`src/rtl/servo_pwm_multi_if.sv`:
```
// Pulse-width write port for servo_pwm_multi: valid/ready handshake carrying channel index and width.
interface servo_pwm_multi_if #(
    parameter int CH_W  = 2,
    parameter int CNT_W = 20
);
    logic             wr_valid;
    logic             wr_ready;
    logic [CH_W-1:0]  wr_ch;
    logic [CNT_W-1:0] wr_data;

    modport master (output wr_valid, output wr_ch, output wr_data, input  wr_ready);
    modport slave  (input  wr_valid, input  wr_ch, input  wr_data, output wr_ready);
endinterface

```
`src/rtl/servo_pwm_multi.sv`:
```
// Multi-channel servo PWM: shared period counter, shadowed per-channel widths applied at period boundaries.
// Optional SERVO_PWM_RAMP_EN limits each boundary update of a channel's active width to RAMP_STEP.
module servo_pwm_multi #(
    parameter int NUM_CH    = 4,
    parameter int CH_W      = 2,
    parameter int CNT_W     = 20,
    parameter int PERIOD    = 1000000,
    parameter int MIN_PW    = 50000,
    parameter int MAX_PW    = 100000,
    parameter int RAMP_STEP = 500
) (
    input  logic                clk,
    input  logic                rst_n,
    input  logic                enable,
    servo_pwm_multi_if.slave    wr,
    output logic [NUM_CH-1:0]   pwm_out,
    output logic                period_start
);
    localparam logic [0:0] ST_IDLE = 1'b0;
    localparam logic [0:0] ST_RUN  = 1'b1;

    localparam logic [CNT_W-1:0] CNT_LAST = CNT_W'(PERIOD - 1);
    localparam logic [CNT_W-1:0] PW_MIN   = CNT_W'(MIN_PW);
    localparam logic [CNT_W-1:0] PW_MAX   = CNT_W'(MAX_PW);

    if ((MIN_PW > MAX_PW) || (MAX_PW >= PERIOD) || (PERIOD < 2) || (RAMP_STEP < 1)
        || (NUM_CH < 1) || (NUM_CH > 16) || ((1 << CH_W) < NUM_CH)) begin : g_bad_params
        $error("servo_pwm_multi: inconsistent parameters");
    end

    logic [0:0]       state_q, state_d;
    logic [CNT_W-1:0] cnt_q, cnt_d;
    logic [CNT_W-1:0] shadow_q [NUM_CH];
    logic [CNT_W-1:0] shadow_d [NUM_CH];
    logic [CNT_W-1:0] active_q [NUM_CH];
    logic [CNT_W-1:0] active_d [NUM_CH];
    logic [NUM_CH-1:0] pwm_q, pwm_d;
    logic             ps_q, ps_d;

    logic             at_last;
    logic             wr_fire;
    logic [CNT_W-1:0] wr_clamped;

`ifdef SERVO_PWM_RAMP_EN
    localparam logic [CNT_W-1:0] PW_STEP = CNT_W'(RAMP_STEP);

    // Off-to-on and on-to-off transitions skip the ramp so a channel never creeps up from zero.
    function automatic logic [CNT_W-1:0] ramp_next(input logic [CNT_W-1:0] cur,
                                                   input logic [CNT_W-1:0] tgt);
        logic [CNT_W-1:0] res;
        if ((tgt == '0) || (cur == '0)) begin
            res = tgt;
        end else if (tgt > cur) begin
            res = ((tgt - cur) <= PW_STEP) ? tgt : (cur + PW_STEP);
        end else begin
            res = ((cur - tgt) <= PW_STEP) ? tgt : (cur - PW_STEP);
        end
        return res;
    endfunction
`endif

    assign at_last     = (state_q == ST_RUN) && (cnt_q == CNT_LAST);
    assign wr.wr_ready = !at_last;
    assign wr_fire     = wr.wr_valid && !at_last;

    always_comb begin
        if (wr.wr_data == '0) begin
            wr_clamped = '0;
        end else if (wr.wr_data < PW_MIN) begin
            wr_clamped = PW_MIN;
        end else if (wr.wr_data > PW_MAX) begin
            wr_clamped = PW_MAX;
        end else begin
            wr_clamped = wr.wr_data;
        end
    end

    // Out-of-range channel indices match no entry, so the write completes and is dropped.
    always_comb begin
        for (int unsigned i = 0; i < NUM_CH; i++) begin
            shadow_d[i] = shadow_q[i];
            if (wr_fire && (wr.wr_ch == CH_W'(i))) begin
                shadow_d[i] = wr_clamped;
            end
        end
    end

    always_comb begin
        for (int unsigned i = 0; i < NUM_CH; i++) begin
            active_d[i] = active_q[i];
            if (state_q == ST_IDLE) begin
                if (enable) begin
                    active_d[i] = shadow_q[i];
                end
            end else if (at_last) begin
`ifdef SERVO_PWM_RAMP_EN
                active_d[i] = ramp_next(active_q[i], shadow_q[i]);
`else
                active_d[i] = shadow_q[i];
`endif
            end
        end
    end

    always_comb begin
        state_d = state_q;
        cnt_d   = cnt_q;
        pwm_d   = '0;
        ps_d    = 1'b0;
        case (state_q)
            ST_IDLE: begin
                cnt_d = '0;
                if (enable) begin
                    state_d = ST_RUN;
                end
            end
            ST_RUN: begin
                if (!enable) begin
                    state_d = ST_IDLE;
                    cnt_d   = '0;
                end else begin
                    cnt_d = at_last ? '0 : (cnt_q + CNT_W'(1));
                    ps_d  = (cnt_q == '0);
                    for (int unsigned i = 0; i < NUM_CH; i++) begin
                        pwm_d[i] = (cnt_q < active_q[i]);
                    end
                end
            end
        endcase
    end

    always_ff @(posedge clk or negedge rst_n) begin
        if (!rst_n) begin
            state_q <= ST_IDLE;
            cnt_q   <= '0;
            pwm_q   <= '0;
            ps_q    <= 1'b0;
            for (int unsigned i = 0; i < NUM_CH; i++) begin
                shadow_q[i] <= '0;
                active_q[i] <= '0;
            end
        end else begin
            state_q <= state_d;
            cnt_q   <= cnt_d;
            pwm_q   <= pwm_d;
            ps_q    <= ps_d;
            for (int unsigned i = 0; i < NUM_CH; i++) begin
                shadow_q[i] <= shadow_d[i];
                active_q[i] <= active_d[i];
            end
        end
    end

    assign pwm_out      = pwm_q;
    assign period_start = ps_q;
endmodule

```
`src/flat_wrapper.sv`:
```
// flat-port wrapper written by rule: the top's interface ports become plain ports
module servo_pwm_multi_flat 
#(
    parameter int NUM_CH    = 4,
    parameter int CH_W      = 2,
    parameter int CNT_W     = 20,
    parameter int PERIOD    = 1000000,
    parameter int MIN_PW    = 50000,
    parameter int MAX_PW    = 100000,
    parameter int RAMP_STEP = 500
)
  (clk, rst_n, enable, pwm_out, period_start, wr_wr_valid, wr_wr_ch, wr_wr_data, wr_wr_ready);
  servo_pwm_multi_if #(.CH_W(CH_W), .CNT_W(CNT_W)) wr_i ();
  input  logic clk;
  input  logic rst_n;
  input  logic enable;
  output logic [NUM_CH-1:0] pwm_out;
  output logic period_start;
  input wire logic [$bits(wr_i.wr_valid)-1:0] wr_wr_valid;
  input wire logic [$bits(wr_i.wr_ch)-1:0] wr_wr_ch;
  input wire logic [$bits(wr_i.wr_data)-1:0] wr_wr_data;
  output wire logic [$bits(wr_i.wr_ready)-1:0] wr_wr_ready;
  assign wr_i.wr_valid = wr_wr_valid;
  assign wr_i.wr_ch = wr_wr_ch;
  assign wr_i.wr_data = wr_wr_data;
  assign wr_wr_ready = wr_i.wr_ready;
  servo_pwm_multi #(.NUM_CH(NUM_CH), .CH_W(CH_W), .CNT_W(CNT_W), .PERIOD(PERIOD), .MIN_PW(MIN_PW), .MAX_PW(MAX_PW), .RAMP_STEP(RAMP_STEP)) u_core (.clk(clk), .rst_n(rst_n), .enable(enable), .wr(wr_i), .pwm_out(pwm_out), .period_start(period_start));
endmodule
```
`config.mk`:
```
export PLATFORM = sky130hd
export DESIGN_NAME = servo_pwm_multi_flat
export DESIGN_NICKNAME = d
export VERILOG_FILES = /design/src/rtl/servo_pwm_multi_if.sv /design/src/rtl/servo_pwm_multi.sv /design/src/flat_wrapper.sv
export SDC_FILE = /design/constraint.sdc
export NUM_CORES = 1
export LEC_CHECK = 0
export CAP_MARGIN = 10
export CORE_MARGIN = 10
export CORE_UTILIZATION = 30
export DETAILED_ROUTE_END_ITERATION = 10
export PLACE_DENSITY_LB_ADDON = 0.1
export SLEW_MARGIN = 40
export SYNTH_ARGS = -nofsm -noshare
export SYNTH_HDL_FRONTEND = slang
export SYNTH_SLANG_ARGS = --single-unit
```
`constraint.sdc`:
```
create_clock -name clk -period 2.5 [get_ports clk]
set_clock_uncertainty 0.05 [all_clocks]
set_input_delay 0.5 -clock clk [delete_from_list [all_inputs] [get_ports clk]]
set_output_delay 0.5 -clock clk [all_outputs]
set_load 0.02 [all_outputs]
```
==> impl_metrics.tcl <==
set metrics [dict create \
    dr.pass1.iters 4 \
    yosys_warnings 0 \
    final_core_util 0.3663 \
    ios 32 \
    root_buffer "clkbuf_16" \
    layout_min_cycle_time_ns 2.394 \
    p_per_area_nw_per_um2 596.5 \
    cp-start-kind "flip-flop" \
    cellInternalPower_mw 4.874 \
    cts_buffer_depth 2 \
    viasPerCell 4.823 \
    synth.most_common_cell "dfrtp_1" \
    cts_sinks 186 \
    cts_buffers 17 \
    die_y_um 197.2 \
    syn_to_final_growth_pct 19.60 \
    wire_per_inst_um 19.68 \
    vias 6333 \
    dieArea_um2 38880 \
    clock_latency_ns 0.44 \
    reg2reg_setup_slack_ns 0.14 \
    synth_top_area_frac 0.4942 \
    hp-class "flip-flop to flip-flop" \
    wl_um 25840 \
    ys_top_cells_by_area "dfrtp_1, ha_1, mux2_2" \
    grt_antenna_before_repair 0 \
    grt_usage 0.1387 \
    synth_area_um2 9418 \
    grt_start_max_net_pins 54 \
    critPathLaunch "u_core.cnt_q[15]" \
    arrival_ns 1.84 \
    synth_area_per_cell_um2 11.60 \
    n_antenna_cell 0 \
    fin_area_um2 11260 \
    synth.largest_area_cell "dfrtp_1" \
    hold_start "u_core.shadow_q[77]" \
    synth_edf_count 0 \
    placed_area_um2 10680 \
    critPathRequiredTime_ns 1.95 \
    synthArstFlopShare 1.000 \
    grt_pass1_wl_um 40990 \
    setup_tns_ns 0 \
    worst-path-max-fanout 3 \
    grt_remaining_overflow 0 \
    cts_tree "built" \
    drv_cap 0 \
    slew_headroom 0.6642 \
    combinationalPowerShare 0.112 \
    hold_viol 0 \
    rsz0062_at_grt "no" \
    grt_pass1_vias 6610 \
    final-setup-viol-count 0 \
    switching_share 0.2745 \
    synth-main-ff-cell "dfrtp_1" \
    finalCritPeriodShare 0.9577 \
    synth_nets 916 \
    drv_slew 0 \
    status "finished, final reports clean" \
    critical_path_class "flip-flop to primary output" \
    io_buffers 31 \
    clockPowerShare 0.392 \
    layout-drive-gt1-share 0.1996 \
    place_congestion 0.7676 \
    synthTopCellsByCount "dfrtp_1, inv_1, ha_1" \
    max_freq_mhz 417.7 \
    start_util 0.3063 \
    ys_ff_latch 186 \
    drt_iter0_drc 378 \
    core_um2 30750 \
    syn_inst 812 \
    fp.dieW_um 197.2 \
    seq_power_share 0.496 \
    drtAntennaViolNets 0 \
    htreeDepth 4 \
    rows 64 \
    cp-end-kind "primary output" \
    power_leakage_nw 5.361 \
    remaining_drc_errors 0 \
    nets 1008 \
    worstMarginPinSlew_ns 0.5025 \
    p_switching_mw 1.844 \
    ys_seq_area_frac 0.4942 \
    vdd_drop_max_mv 0.4893 \
    clk_pin_slew_worst_paths_ns 0.07 \
    ys_types 57 \
    dpl.hpwl_um 19660 \
    rr_startpoint "u_core.cnt_q[15]" \
]
-- stage by stage --
step	worst slack, ns	total power [mW]	instances	hold slack (ns)
2_1_floorplan	0.1570	3.784	812	0.1544
3_3_place_gp	-0.3133	4.150	1278	0.4108
3_5_place_dp	-0.2840	4.155	1278	0.4163
4_1_cts	0.02611	6.832	1311	0.4360
5_1_grt	0.01979	7.051	1313	0.4566
6_report	0.1059	6.718	1313	0.4294
-- flip-flops by register name, indices dropped and copies added, names as in the netlist --
signal	count
u_core.period_start	1
u_core.pwm_out	4
u_core.shadow_q	80
u_core.state_q	1
u_core.active_q	80
u_core.cnt_q	20
-- cell usage in the layout (no fill, tap or decap), types with 21 or more instances in the layout --
master / synthesis / layout
clkdlybuf4s50_1: 0 / 29
inv_1: 93 / 93
mux2_2: 59 / 59
dfrtp_1: 186 / 186
a21oi_1: 31 / 31
o21ai_0: 21 / 21
nor2_1: 45 / 45
nand2_1: 27 / 27
a32o_1: 28 / 28
buf_4: 2 / 62
ha_1: 78 / 78
a21o_1: 22 / 22
-- cells by family after synthesis --
| logic type | after synthesis | share of synthesized area |
|---|---|---|
| buffers and inverters | 125 | 0.06138 |
| AND/OR/NAND/NOR | 166 | 0.09977 |
| adder cells (fa/ha/maj) | 78 | 0.1036 |
| flip-flops | 186 | 0.4942 |
| AO/OA/AOI/OAI | 152 | 0.1221 |
| multiplexers | 88 | 0.1031 |
| XOR/XNOR | 17 | 0.01581 |
-- routing by layer --
metal	part of all wire	track usage	vias to the layer above
li1	-	-	3093
met1	0.49	0.1884	3151
met2	0.47	0.2218	72
met3	0.035	0.02760	17
met4	0.011	0.03389	0
met5	0	0	-
-- area by class of cell --
type / count / area [um2]
Fill cell: 3130 / 19490
Sequential cell: 186 / 4654
Multi-Input combinational cell: 501 / 4187
Timing Repair Buffer: 105 / 1020
Tap cell: 396 / 495.5
Clock buffer: 18 / 429.2
Inverter: 93 / 349.1
Clock inverter: 14 / 128.9
-- what timing repair did --
action,in CTS,in global routing
endpoints found under the setup margin,1,2
resized for setup,4,3
setup buffers,0,2
hold buffers,1,0
pin swaps,0,1
hold endpoints to repair,49,0
-- critical path, cell delays in order (launching register included) --
cell     delay, ns
dfrtp_1       0.38
or4_1         0.57
nor2_2        0.16
nand3_2       0.11
buf_4         0.18
-- power groups by stage --
stage | Combinational (mW) | Clock [mW] | Sequential [mW]
6_report | 0.751 | 2.63 | 3.33
3_5_place_dp | 0.760 | 0 | 3.39
5_1_grt | 0.850 | 2.84 | 3.36
4_1_cts | 0.768 | 2.73 | 3.33
3_3_place_gp | 0.757 | 0 | 3.39
2_1_floorplan | 0.445 | 0 | 3.34
-- path summary, 6_finish.rpt --
kind | depth (start not counted) | to
worst min-delay path | 1 | u_core.shadow_q[77]
min in group asynchronous | 2 | u_core.pwm_out[3]
worst max-delay path | 4 | wr_wr_ready
max in group asynchronous | 3 | u_core.cnt_q[14]
worst min register to register | 1 | u_core.shadow_q[77]
worst max register to register | 7 | u_core.active_q[30]
Power figures use the tool's default switching activity.
